==> src/rtl/rv_imm_pkg.sv <==
// Immediate-format and opcode encodings shared by the immediate generator.
package rv_imm_pkg;

  localparam logic [2:0] FMT_I    = 3'b000;
  localparam logic [2:0] FMT_S    = 3'b001;
  localparam logic [2:0] FMT_B    = 3'b010;
  localparam logic [2:0] FMT_U    = 3'b011;
  localparam logic [2:0] FMT_J    = 3'b100;
  localparam logic [2:0] FMT_Z    = 3'b101;
  localparam logic [2:0] FMT_SH   = 3'b110;
  localparam logic [2:0] FMT_NONE = 3'b111;

  localparam logic [6:0] OP_IMM    = 7'b0010011;
  localparam logic [6:0] OP_LOAD   = 7'b0000011;
  localparam logic [6:0] OP_JALR   = 7'b1100111;
  localparam logic [6:0] OP_STORE  = 7'b0100011;
  localparam logic [6:0] OP_BRANCH = 7'b1100011;
  localparam logic [6:0] OP_LUI    = 7'b0110111;
  localparam logic [6:0] OP_AUIPC  = 7'b0010111;
  localparam logic [6:0] OP_JAL    = 7'b1101111;
  localparam logic [6:0] OP_SYSTEM = 7'b1110011;
  localparam logic [6:0] OP_REG    = 7'b0110011;

endpackage

==> src/rtl/imm_fmt_comb.sv <==
// Combinational immediate decode: picks the format (opcode or external select) and extends to XLEN.
// Zero latency, no handshake.
module imm_fmt_comb
  import rv_imm_pkg::*;
#(
  parameter int XLEN     = 32,
  parameter bit AUTO_SRC = 1'b1
) (
  input  logic [31:0]     instr,
  input  logic [2:0]      immsrc,
  output logic [XLEN-1:0] imm,
  output logic [2:0]      fmt,
  output logic            illegal
);

  logic [2:0]  auto_fmt;
  logic        reg_op;
  logic [2:0]  sel_fmt;
  logic        none_ok;
  logic [31:0] imm32;
  logic        sext;
  logic        field_bad;

  always_comb begin
    auto_fmt = FMT_NONE;
    reg_op   = 1'b0;
    case (instr[6:0])
      OP_IMM:            auto_fmt = (instr[13:12] == 2'b01) ? FMT_SH : FMT_I;
      OP_LOAD, OP_JALR:  auto_fmt = FMT_I;
      OP_STORE:          auto_fmt = FMT_S;
      OP_BRANCH:         auto_fmt = FMT_B;
      OP_LUI, OP_AUIPC:  auto_fmt = FMT_U;
      OP_JAL:            auto_fmt = FMT_J;
      OP_SYSTEM:         auto_fmt = instr[14] ? FMT_Z : FMT_I;
      OP_REG:            reg_op   = 1'b1;
      default:           auto_fmt = FMT_NONE;
    endcase
  end

  // Register-register ops carry no immediate but are still legal instructions.
  if (AUTO_SRC) begin : g_auto
    logic unused_src;
    assign sel_fmt    = auto_fmt;
    assign none_ok    = reg_op;
    assign unused_src = ^immsrc;
  end else begin : g_ext
    logic unused_dec;
    assign sel_fmt    = immsrc;
    assign none_ok    = 1'b0;
    assign unused_dec = ^{auto_fmt, reg_op};
  end

  always_comb begin
    imm32     = '0;
    sext      = 1'b1;
    field_bad = 1'b0;
    case (sel_fmt)
      FMT_I: imm32 = {{20{instr[31]}}, instr[31:20]};
      FMT_S: imm32 = {{20{instr[31]}}, instr[31:25], instr[11:7]};
      FMT_B: imm32 = {{19{instr[31]}}, instr[31], instr[7], instr[30:25], instr[11:8], 1'b0};
      FMT_U: imm32 = {instr[31:12], 12'b0};
      FMT_J: imm32 = {{11{instr[31]}}, instr[31], instr[19:12], instr[20], instr[30:21], 1'b0};
      FMT_Z: begin
        sext  = 1'b0;
        imm32 = {27'b0, instr[19:15]};
      end
      FMT_SH: begin
        sext = 1'b0;
        if (XLEN == 64) begin
          imm32 = {26'b0, instr[25:20]};
        end else begin
          imm32     = {27'b0, instr[24:20]};
          field_bad = instr[25];
        end
      end
      default: begin
        sext      = 1'b0;
        field_bad = !none_ok;
      end
    endcase
  end

  if (XLEN == 64) begin : g_x64
    assign imm = {{32{sext & imm32[31]}}, imm32};
  end else begin : g_x32
    logic unused_sext;
    assign imm         = imm32;
    assign unused_sext = sext;
  end

  assign fmt     = sel_fmt;
  assign illegal = field_bad;

endmodule

==> src/rtl/imm_gen_pipe.sv <==
// Registered immediate generator behind a 2-entry skid buffer; 1-cycle latency when empty, 1/cycle throughput.
// Backpressure: in_ready (registered) drops once the skid entry fills; flush empties both entries.
module imm_gen_pipe
  import rv_imm_pkg::*;
#(
  parameter int XLEN     = 32,
  parameter bit AUTO_SRC = 1'b1,
  parameter int TAG_W    = 32,
  parameter int CNT_W    = 16
) (
  input  logic             clk,
  input  logic             rst_n,
  input  logic             flush,
  input  logic             in_valid,
  output logic             in_ready,
  input  logic [31:0]      in_instr,
  input  logic [2:0]       in_immsrc,
  input  logic [TAG_W-1:0] in_tag,
  output logic             out_valid,
  input  logic             out_ready,
  output logic [XLEN-1:0]  out_imm,
  output logic [2:0]       out_fmt,
  output logic             out_illegal,
  output logic [TAG_W-1:0] out_tag,
  output logic [CNT_W-1:0] illegal_cnt
);

  typedef struct packed {
    logic [XLEN-1:0]  imm;
    logic [2:0]       fmt;
    logic             illegal;
    logic [TAG_W-1:0] tag;
  } ent_t;

  logic [XLEN-1:0]  dec_imm;
  logic [2:0]       dec_fmt;
  logic             dec_ill;
  ent_t             new_ent;
  ent_t             main_q, main_d, skid_q, skid_d;
  logic             main_vld, main_vld_d, skid_vld, skid_vld_d;
  logic             rdy_q;
  logic [CNT_W-1:0] cnt_q;
  logic             acc, drain;

  imm_fmt_comb #(.XLEN(XLEN), .AUTO_SRC(AUTO_SRC)) u_fmt (
    .instr   (in_instr),
    .immsrc  (in_immsrc),
    .imm     (dec_imm),
    .fmt     (dec_fmt),
    .illegal (dec_ill)
  );

  assign new_ent = '{imm: dec_imm, fmt: dec_fmt, illegal: dec_ill, tag: in_tag};
  assign acc     = in_valid && rdy_q && !flush;
  assign drain   = main_vld && out_ready;

  // rdy_q is low whenever skid holds an entry, so acc and a skid refill never coincide.
  always_comb begin
    main_vld_d = main_vld;
    skid_vld_d = skid_vld;
    main_d     = main_q;
    skid_d     = skid_q;
    if (flush) begin
      main_vld_d = 1'b0;
      skid_vld_d = 1'b0;
    end else if (drain) begin
      if (skid_vld) begin
        main_d     = skid_q;
        skid_vld_d = 1'b0;
      end else begin
        main_vld_d = acc;
        if (acc) main_d = new_ent;
      end
    end else if (acc) begin
      if (main_vld) begin
        skid_vld_d = 1'b1;
        skid_d     = new_ent;
      end else begin
        main_vld_d = 1'b1;
        main_d     = new_ent;
      end
    end
  end

  always_ff @(posedge clk) begin
    if (!rst_n) begin
      main_vld <= 1'b0;
      skid_vld <= 1'b0;
      main_q   <= '0;
      skid_q   <= '0;
      rdy_q    <= 1'b0;
      cnt_q    <= '0;
    end else begin
      main_vld <= main_vld_d;
      skid_vld <= skid_vld_d;
      main_q   <= main_d;
      skid_q   <= skid_d;
      rdy_q    <= !skid_vld_d;
      if (acc && new_ent.illegal && (cnt_q != {CNT_W{1'b1}})) cnt_q <= cnt_q + CNT_W'(1);
    end
  end

  assign in_ready    = rdy_q;
  assign out_valid   = main_vld;
  assign out_imm     = main_q.imm;
  assign out_fmt     = main_q.fmt;
  assign out_illegal = main_q.illegal;
  assign out_tag     = main_q.tag;
  assign illegal_cnt = cnt_q;

endmodule

==> config.mk <==
export PLATFORM = sky130hd
export DESIGN_NAME = imm_gen_pipe
export DESIGN_NICKNAME = d
export VERILOG_FILES = /design/src/rtl/rv_imm_pkg.sv /design/src/rtl/imm_fmt_comb.sv /design/src/rtl/imm_gen_pipe.sv
export SDC_FILE = /design/constraint.sdc
export NUM_CORES = 1
export LEC_CHECK = 0
export CORE_MARGIN = 5
export CORE_UTILIZATION = 54
export DETAILED_ROUTE_END_ITERATION = 6
export GPL_ROUTABILITY_DRIVEN = 1
export PLACE_DENSITY = 0.85
export SLEW_MARGIN = 40
export SYNTH_ARGS = -nofsm -noshare
export SYNTH_HDL_FRONTEND = slang
export SYNTH_HIERARCHICAL = 1
export SYNTH_SLANG_ARGS = --single-unit
export TNS_END_PERCENT = 5
==> constraint.sdc <==
create_clock -name clk -period 3.65 [get_ports clk]
set_input_delay 0.73 -clock clk [delete_from_list [all_inputs] [get_ports clk]]
set_output_delay 0.73 -clock clk [all_outputs]
set_load 0.02 [all_outputs]
[Word-level counts from Yosys, hierarchy flattened]
Index checks and enable logic that the tools add are counted.
Storage, ports and cells
  register bits after elaboration: 155
  latch bits: 0
  memory bits (writable): 0
  ROM bits: 0
  input bits: 72
  output and inout port bits: 86
  memories: 0
Cells by class
  $add $sub $neg: 1
  multiply operators: 0
  div/mod/pow operators: 0
  order comparisons: 0
  eq/ne operators: 20
  shifts and indexed selects: 0
  muxes and demuxes: 18
  bitwise operators: 3
  reductions and logical operators: 18
Operators with widths (number)
  $mux 68: 5
  $pmux 32 s7: 1
  $eq 7x7->1 const B: 4
  $eq 7x6->1 const B: 3
  $pmux 3 s7: 1
  $add 16x1->16 const B: 1
  $ne 16x16->1 const B: 1
  $eq 7x5->1 const B: 2
  $eq 3x3->1 const B: 3
  $mux 1: 8
  $reduce_and 4->1: 2
  $eq 7x2->1 const B: 1
  $eq 3x2->1 const B: 2
  $mux 3: 2
  $reduce_or 2->1: 3
  $reduce_or 6->1: 1
  $logic_and 1x1->1: 5
  $reduce_bool 2->1: 2
  $eq 3x1->1 const B: 1
  $logic_not 1->1: 3
  $logic_not 3->1: 1
  $not 1->1: 3
  $eq 2x1->1 const B: 1
  $ne 2x1->1 const B: 1
  3 further kinds: 3

[Depth between registers and ports, before layout]
Gate-level depths: netlist of run 1.
  depth in word-level cells: 9
  gate-level depth with buffers: 12
  mapped depth without buffers: 9

[Hierarchy]
The synthesis of run 1 kept the hierarchy.
By module, submodules not included
  imm_gen_pipe: times used 1, cells an instance 705, area an instance 6179.7 um^2
  imm_fmt_comb: times used 1, cells an instance 110, area an instance 710.7 um^2

[Worst setup path after synthesis of run 1]
Ideal clock, no wire load.
  path kind: input -> register
  start: input in_instr[2]
  end: register cnt_q[15], in the netlist illegal_cnt[15]
  setup time: 0.070 ns
  arrival time: 2.659 ns
  slack: 0.921 ns
  stages: 11
  path through: buf_6 > and3b_1 > a2111oi_4 > o21ai_2 > a31oi_1 > a21oi_1 > and4b_1 > o41ai_2 > buf_4 > or4_1 > a21oi_1
On the way
  word-level cells in the longest chain between the ends: 8
RTL lines
  from (decl): RTL line imm_gen_pipe.sv:16  | input logic [31:0] in_instr,
  $eq 7x6->1, or another cell as far along: RTL line imm_fmt_comb.sv:27  | case (instr[6:0])
  $reduce_or 2->1: RTL line imm_fmt_comb.sv:27
  $pmux 3 s7: RTL line imm_fmt_comb.sv:27
  $eq 3x1->1, or another cell as far along: RTL line imm_fmt_comb.sv:57  | case (sel_fmt)
  $reduce_or 6->1 (no source line)
  $pmux 1 s2 *: RTL line imm_fmt_comb.sv:57
  named net dec_ill: RTL line imm_gen_pipe.sv:37  | logic dec_ill;
  $logic_and 1x1->1 * (2 in series): RTL line imm_gen_pipe.sv:99  | if (acc && new_ent.illegal && (cnt_q != {CNT_W{1'b1}})) cnt_q <= cnt_q + CNT_W'(1);
  to (signal assigned): RTL line imm_gen_pipe.sv:99
  to (decl): RTL line imm_gen_pipe.sv:42  | logic [CNT_W-1:0] cnt_q;
The timed path passes the listed nets; every way through them passes the cells marked *.
A chain may end at the register's enable or synchronous reset.

[Worst setup path in the final report of run 1]
  start: input in_instr[2]
  end: register cnt_q[3], in the netlist illegal_cnt[3]
The elaborated chain is that of the path after synthesis.

==> results.txt, run 1 <==
Outcome - finished clean
Placer Congestion - 0.9221
Initial Util - 54.82%
Mapped Cells - 815
Max-slew violation total from the final report - 0
Mapped Area - 6890 µm²
Final hold vios - 0
Slowest cell on crit path - clkdlybuf4s50_1
TritonCTS Buffers - 17
CP Capture Type - flip-flop
Max Root-Sink Buffers - 2
CTS tree - yes
Clock latency on the worst-skew pair - 420 ps
I/O Buffers - 154
Slowest cell delay on critical path - 550 ps
Drt via density - 5.527
Die Width - 123.0 µm
Top_reg_cell synth - dfxtp_1
Worst Max-Slew Pin Slew - 757.4 ps
Buffers and inverters on the worst path - 2
Most used cell, CP - a21oi_1
F_max - 0.3152 GHz
Setup Viol. Count Final - 0
Leak Pwr - 3.676 nW
Multi-input combinational cell area - 3520 µm²
Setup TNS - 0 ps
Arrival @ worst endpoint - 3520 ps
Crit path launch type - input port
Number of synthesized flops with an enable pin - 0
Max-slew headroom - 49.50%
First-pass GRT wire length - 28,260 µm
Skew final - 6.245 ps
Syn Nets - 888
Data required, critical path - 4000 ps
Ys async rst share - 0%
Vias in the first global route - 5,833
Hold buffer count at cts - 0
Drt wl/cell - 15.55 µm
Worst-path fanout max - 12
Rows - 41
Layout Nets - 1,014
Placed cell area - 8543 µm²
Antenna violations before repair - 0
First-pass iteration count of the detailed router - 5
Layout cells sized above 1 - 7.128%
Core Area - 12,570 µm²
Area growth, synth to finish - 32.69%
DIE AREA - 15,120 µm²
Synth warnings - 6
# DRC - 0
Post-CTS sizing - 0
Clock slew at reported path FFs - 60 ps
Post-Place Worst Slack - 44.89 ps
Worst Path Class, Setup - input port to flip-flop
Maximum VDD drop - 317.9 µV
Boundary pin count - 158
Power Total - 3.878 mW
H-tree levels - 4
Via Count - 6,223
Minimum period implied by the final worst setup slack - 3173 ps
Final WL - 17,510 µm
Sequential share of the synthesized area - 45.03%
CP Cell Sequence - clkdlybuf4s50_1 > and3b_1 > a2111oi_4 > o21ai_2 > a31oi_1 > a21oi_1 > and4b_1 > o41ai_4 > buf_4 > or3_1 > a21oi_1
Clock sinks - 155
Final period util - 86.93%
Worst path top cell family by delay - simple AND/OR/NAND/NOR gates
Number of fill cells in the layout - 941
Tot GR Track Use - 23.53%
Ant. Diodes - 0
Post-DRT Antenna Nets - 0
Max_cap viols - 0
Grt ovf - 0
Root Buffer - clkbuf_16
DRT iter0 DRCs - 499
Final Cell Area - 9143 µm²
Pwr/cell area - 424.2 nW/µm²
Die Y - 123.0 µm
Post-synthesis cell type count - 48
Unrepaired setup endpoints after global routing - false
Avg Inst Size Synth - 8.454 µm²
Largest net degree at the start of global routing - 127
Tightest Hold Check Type - flip-flop to flip-flop
Final HPWL DP - 11,470 µm
Yosys reg bits - 155
Final Worst Setup Slack - 477.0 ps
Register area - 3103 µm²
# Post-CTS Setup Buffers - 0
## synthesized netlist by cell type, types with 2 or more instances
master,count,area [µm²]
a22o_1,5,43.79
or3_1,8,50.05
clkbuf_1,31,116.4
o31ai_1,5,37.54
and3b_1,2,17.52
nor2_1,77,289.0
buf_2,23,115.1
dfxtp_1,155,3103
a211oi_1,70,525.5
buf_6,4,45.04
buf_4,2,15.01
and2_1,4,25.02
and3_1,9,56.30
nor3_1,5,25.02
nand4_1,9,56.30
xor2_1,2,17.52
a31oi_1,3,18.77
nand3_1,15,75.07
a21o_1,4,30.03
nand2_1,170,638.1
buf_1,2,7.510
mux2i_1,70,700.7
inv_1,5,18.77
o211ai_1,2,15.01
or4_1,5,37.54
and4_1,5,43.79
nand3_2,11,110.1
o21ai_0,10,50.05
a21oi_1,81,405.4
nand2b_1,3,18.77
## layout make-up
| cell class | instances | share of cell area [%] |
|---|---|---|
| Clock inverter | 14 | 1.629 |
| Timing Repair Buffer | 169 | 18.50 |
| Sequential cell | 155 | 33.94 |
| Inverter | 6 | 0.2737 |
| Clock buffer | 18 | 4.804 |
| Tap cell | 172 | 2.354 |
| Multi-Input combinational cell | 592 | 38.50 |
## placed cells by master (no fill, tap or decap), drive strengths merged, types with 3 or more instances in the layout
cell type      synthesis  routed
a21oi                 81      81
clkbuf                31      18
nand2                170     170
o31ai                  5       5
nor2                  77      77
clkinv                 0       8
or3                    8       8
o21ai                 12      12
and3                   9       9
and2                   4       4
nand3                 26      26
mux2i                 70      70
a21o                   4       4
a211oi                70      70
a31oi                  3       3
a22o                   5       5
clkdlybuf4s50          0     154
buf                   31      15
clkinvlp               0       4
nand2b                 3       3
nor3                   5       5
inv                    6       6
or4                    6       6
nand4                  9       9
dfxtp                155     155
and4                   5       5
## stage by stage
stage	util, %	hold slack, ps	instances
after CTS	72.65	454.2	1126
after detailed placement	67.97	446.0	1094
after global placement	67.97	440.4	1094
after global routing	72.74	470.2	1126
final	72.74	452.5	1126
after floorplan	-	435.7	815
## flip-flops by register name (all words and copies together) (netlist names)
register     count
skid_vld         1
out_imm         32
out_illegal      1
out_tag         32
out_fmt          3
illegal_cnt     16
out_valid        1
in_ready         1
skid_q          68
## kinds of logic after synthesis
| kind of cell | synth area share, % |
|---|---|
| simple gates | 21.75 |
| compound gates | 17.94 |
| flops | 45.03 |
| mux | 10.17 |
| buf+inv | 4.667 |
| xor+xnor | 0.2543 |
| fa+ha+maj | 0.1816 |
## layer usage
metal / global-route usage [%] / wire [µm]
met2: 38.85 / 8509
met1: 29.05 / 7513
met3: 5.993 / 968
met4: 10.43 / 519
met5: 0 / 0
## path summary, 6_finish.rpt
path,from,endpoint,slack [ps],cells after the start
max,in_instr[2],illegal_cnt[3]$_SDFFE_PN0P_,480,11
max reg2reg,illegal_cnt[0]$_SDFFE_PN0P_,illegal_cnt[1]$_SDFFE_PN0P_,1540,6
min reg2reg,skid_q[48]$_SDFFE_PN0P_,skid_q[48]$_SDFFE_PN0P_,450,2
min,skid_q[48]$_SDFFE_PN0P_,skid_q[48]$_SDFFE_PN0P_,450,2
## tightest hold or removal path, delay by kind of cell (launching register included)
kind / cells / cell delay, ps
and+or+nand+nor: 1 / 50
AOI/OAI and AO/OA: 1 / 50
DFF: 1 / 310
## power by group
part / internal (mW) / total, mW / switching (mW)
clock network: 1.02 / 1.72 / 0.694
registers: 1.73 / 1.76 / 0.0237
logic: 0.196 / 0.403 / 0.208
Power figures use the tool's default switching activity.
==> run 2: changes to the inputs <==
==> constraint.sdc (replaced) <==
create_clock -name clk -period 3.65 [get_ports clk]
set_input_delay 0.365 -clock clk [delete_from_list [all_inputs] [get_ports clk]]
set_output_delay 0.365 -clock clk [all_outputs]
set_load 0.02 [all_outputs]
==> results.txt, run 2 (synthesis gave the netlist of run 1 again) <==
Post-DRT Antenna Nets - 0 (unchanged)
CP Capture Type - flip-flop
H-tree levels - 4 (unchanged)
Register area - 3103 µm² (unchanged)
Max-slew violation total from the final report - 0 (unchanged)
Tot GR Track Use - 23.27% (-0.27 points)
Worst-path fanout max - 14 (+2)
Pwr/cell area - 433.9 nW/µm² (+2.3%)
Number of fill cells in the layout - 946 (+0.53%)
Power Total - 3.968 mW (+2.3%)
Clock latency on the worst-skew pair - 420 ps (about the same)
Drt wl/cell - 15.53 µm (-0.11%)
Unrepaired setup endpoints after global routing - false
Root Buffer - clkbuf_16
Ant. Diodes - 0 (unchanged)
Minimum period implied by the final worst setup slack - 2877 ps (-296.0 ps)
Post-CTS sizing - 0 (unchanged)
Register bank with the most flops - skid_q
Antenna violations before repair - 0 (unchanged)
Boundary pin count - 158 (unchanged)
TritonCTS Buffers - 17 (unchanged)
Initial Util - 54.82% (unchanged)
Max reg flops - 68 (unchanged)
Arrival @ worst endpoint - 3220 ps (-300 ps)
Vias in the first global route - 5,984 (+2.6%)
Hold_ws - 453.9 ps (+1.411 ps)
Max-slew headroom - 50.94% (+1.4 points)
Die Y - 123.0 µm (unchanged)
CTS tree - yes
Final WL - 17,450 µm (-0.37%)
Via Count - 6,247 (+0.39%)
Die Width - 123.0 µm (unchanged)
DIE AREA - 15,120 µm² (unchanged)
Crit path launch type - input port
Area growth, synth to finish - 32.72% (about the same)
Rows - 41 (unchanged)
Outcome - finished clean
Final period util - 78.82% (-8.1 points)
DRT iter0 DRCs - 407 (-18%)
Clock sinks - 155 (unchanged)
Data required, critical path - 4000 ps (about the same)
Multi-input combinational cell area - 3520 µm² (unchanged)
Skew final - 5.957 ps (-0.2889 ps)
Drt via density - 5.563 (+0.65%)
Core Area - 12,570 µm² (unchanged)
Final hold vios - 0 (unchanged)
Final HPWL DP - 11,720 µm (+2.1%)
Worst Max-Slew Pin Slew - 733.4 ps (-23.98 ps)
Max Root-Sink Buffers - 2 (unchanged)
# Post-CTS Setup Buffers - 0 (unchanged)
First-pass GRT wire length - 28,240 µm (about the same)
Setup Viol. Count Final - 0 (unchanged)
Most frequent cells in the layout - nand2_1, dfxtp_1, clkdlybuf4s50_1, a21oi_1, nor2_1
Worst Path Class, Setup - input port to flip-flop
Placed cells - 1,091 (-0.27%)
F_max - 0.3476 GHz (+10%)
Layout cells sized above 1 - 6.730% (-0.40 points)
Placer Congestion - 0.8697 (-5.7%)
Setup TNS - 0 ps (unchanged)
Grt ovf - 0 (unchanged)
Maximum VDD drop - 246.7 µV (-22%)
I/O Buffers - 154 (unchanged)
First-pass iteration count of the detailed router - 5 (unchanged)
Clock slew at reported path FFs - 60 ps (about the same)
Hold buffer count at cts - 0 (unchanged)
Tightest Hold Check Type - flip-flop to flip-flop
Layout Nets - 1,011 (-0.30%)
Commonest non-fill, non-tap cell in the layout - nand2_1
Largest net degree at the start of global routing - 101 (-20%)
Final non-filler cell total - 1,123 (-0.27%)
Leak Pwr - 3.684 nW (+0.21%)
Max_cap viols - 0 (unchanged)
# DRC - 0 (unchanged)
-- run 2: cell count changes in the layout (fill, tap and decap cells not counted) --
| cell | delta |
|---|---|
| buf_4 | -3 |
| clkbuf_8 | +2 |
| clkbuf_1 | +1 |
| bufinv_16 | +1 |
| clkinvlp_4 | -2 |
| clkinv_2 | +1 |
| clkinv_4 | -3 |
-- run 2: worst paths after layout --
| path | from | endpoint | slack, ps | cells after the start |
|---|---|---|---|---|
| setup / recovery | in_instr[2] | illegal_cnt[9]$_SDFFE_PN0P_ | 770 | 10 |
| hold / removal | skid_q[30]$_SDFFE_PN0P_ | skid_q[30]$_SDFFE_PN0P_ | 450 | 2 |
| setup reg to reg | illegal_cnt[0]$_SDFFE_PN0P_ | illegal_cnt[5]$_SDFFE_PN0P_ | 1430 | 6 |
| hold reg to reg | skid_q[30]$_SDFFE_PN0P_ | skid_q[30]$_SDFFE_PN0P_ | 450 | 2 |
-- run 2: cell type report --
class / instances / share of cell area, %
clock inverters: 11 / 1.560
clock buffers: 21 / 5.144
flip-flops and latches: 155 / 33.93
inverters: 6 / 0.2736
repair buffers: 166 / 18.25
well taps: 172 / 2.353
multi-input cells: 592 / 38.49
-- run 2: worst max-delay path: stages --
cell,delay [ps]
clkdlybuf4s50_1,590
nor2_1,310
nand2_1,190
nor2_1,170
a31oi_1,100
a21oi_1,260
and4b_1,350
o41ai_4,200
or4_1,550
a21oi_1,150
-- run 2: report_power, final --
| group | internal, mW | switching [mW] |
|---|---|---|
| registers | 1.73 | 0.0242 |
| logic | 0.193 | 0.208 |
| clock network | 1.13 | 0.682 |
| total | 3.05 | 0.914 |
-- run 2: per-layer routing --
| layer | global-route usage [%] | wire, µm |
|---|---|---|
| met2 | 37.14 | 8320 |
| met1 | 29.76 | 7612 |
| met3 | 6.038 | 1024 |
| met5 | 0 | 0 |
| met4 | 10.22 | 489 |
-- run 2: stage by stage --
stage | instance area, µm² | utilization (%) | setup slack, ps
after detailed placement | 8532 | 67.88 | 333.0
final | 9145 | 72.76 | 773.0
after global placement | 8521 | 67.79 | 404.8
after global routing | 9145 | 72.76 | 551.3
after floorplan | 6890 | - | 1286
after CTS | 9145 | 72.76 | 779.0
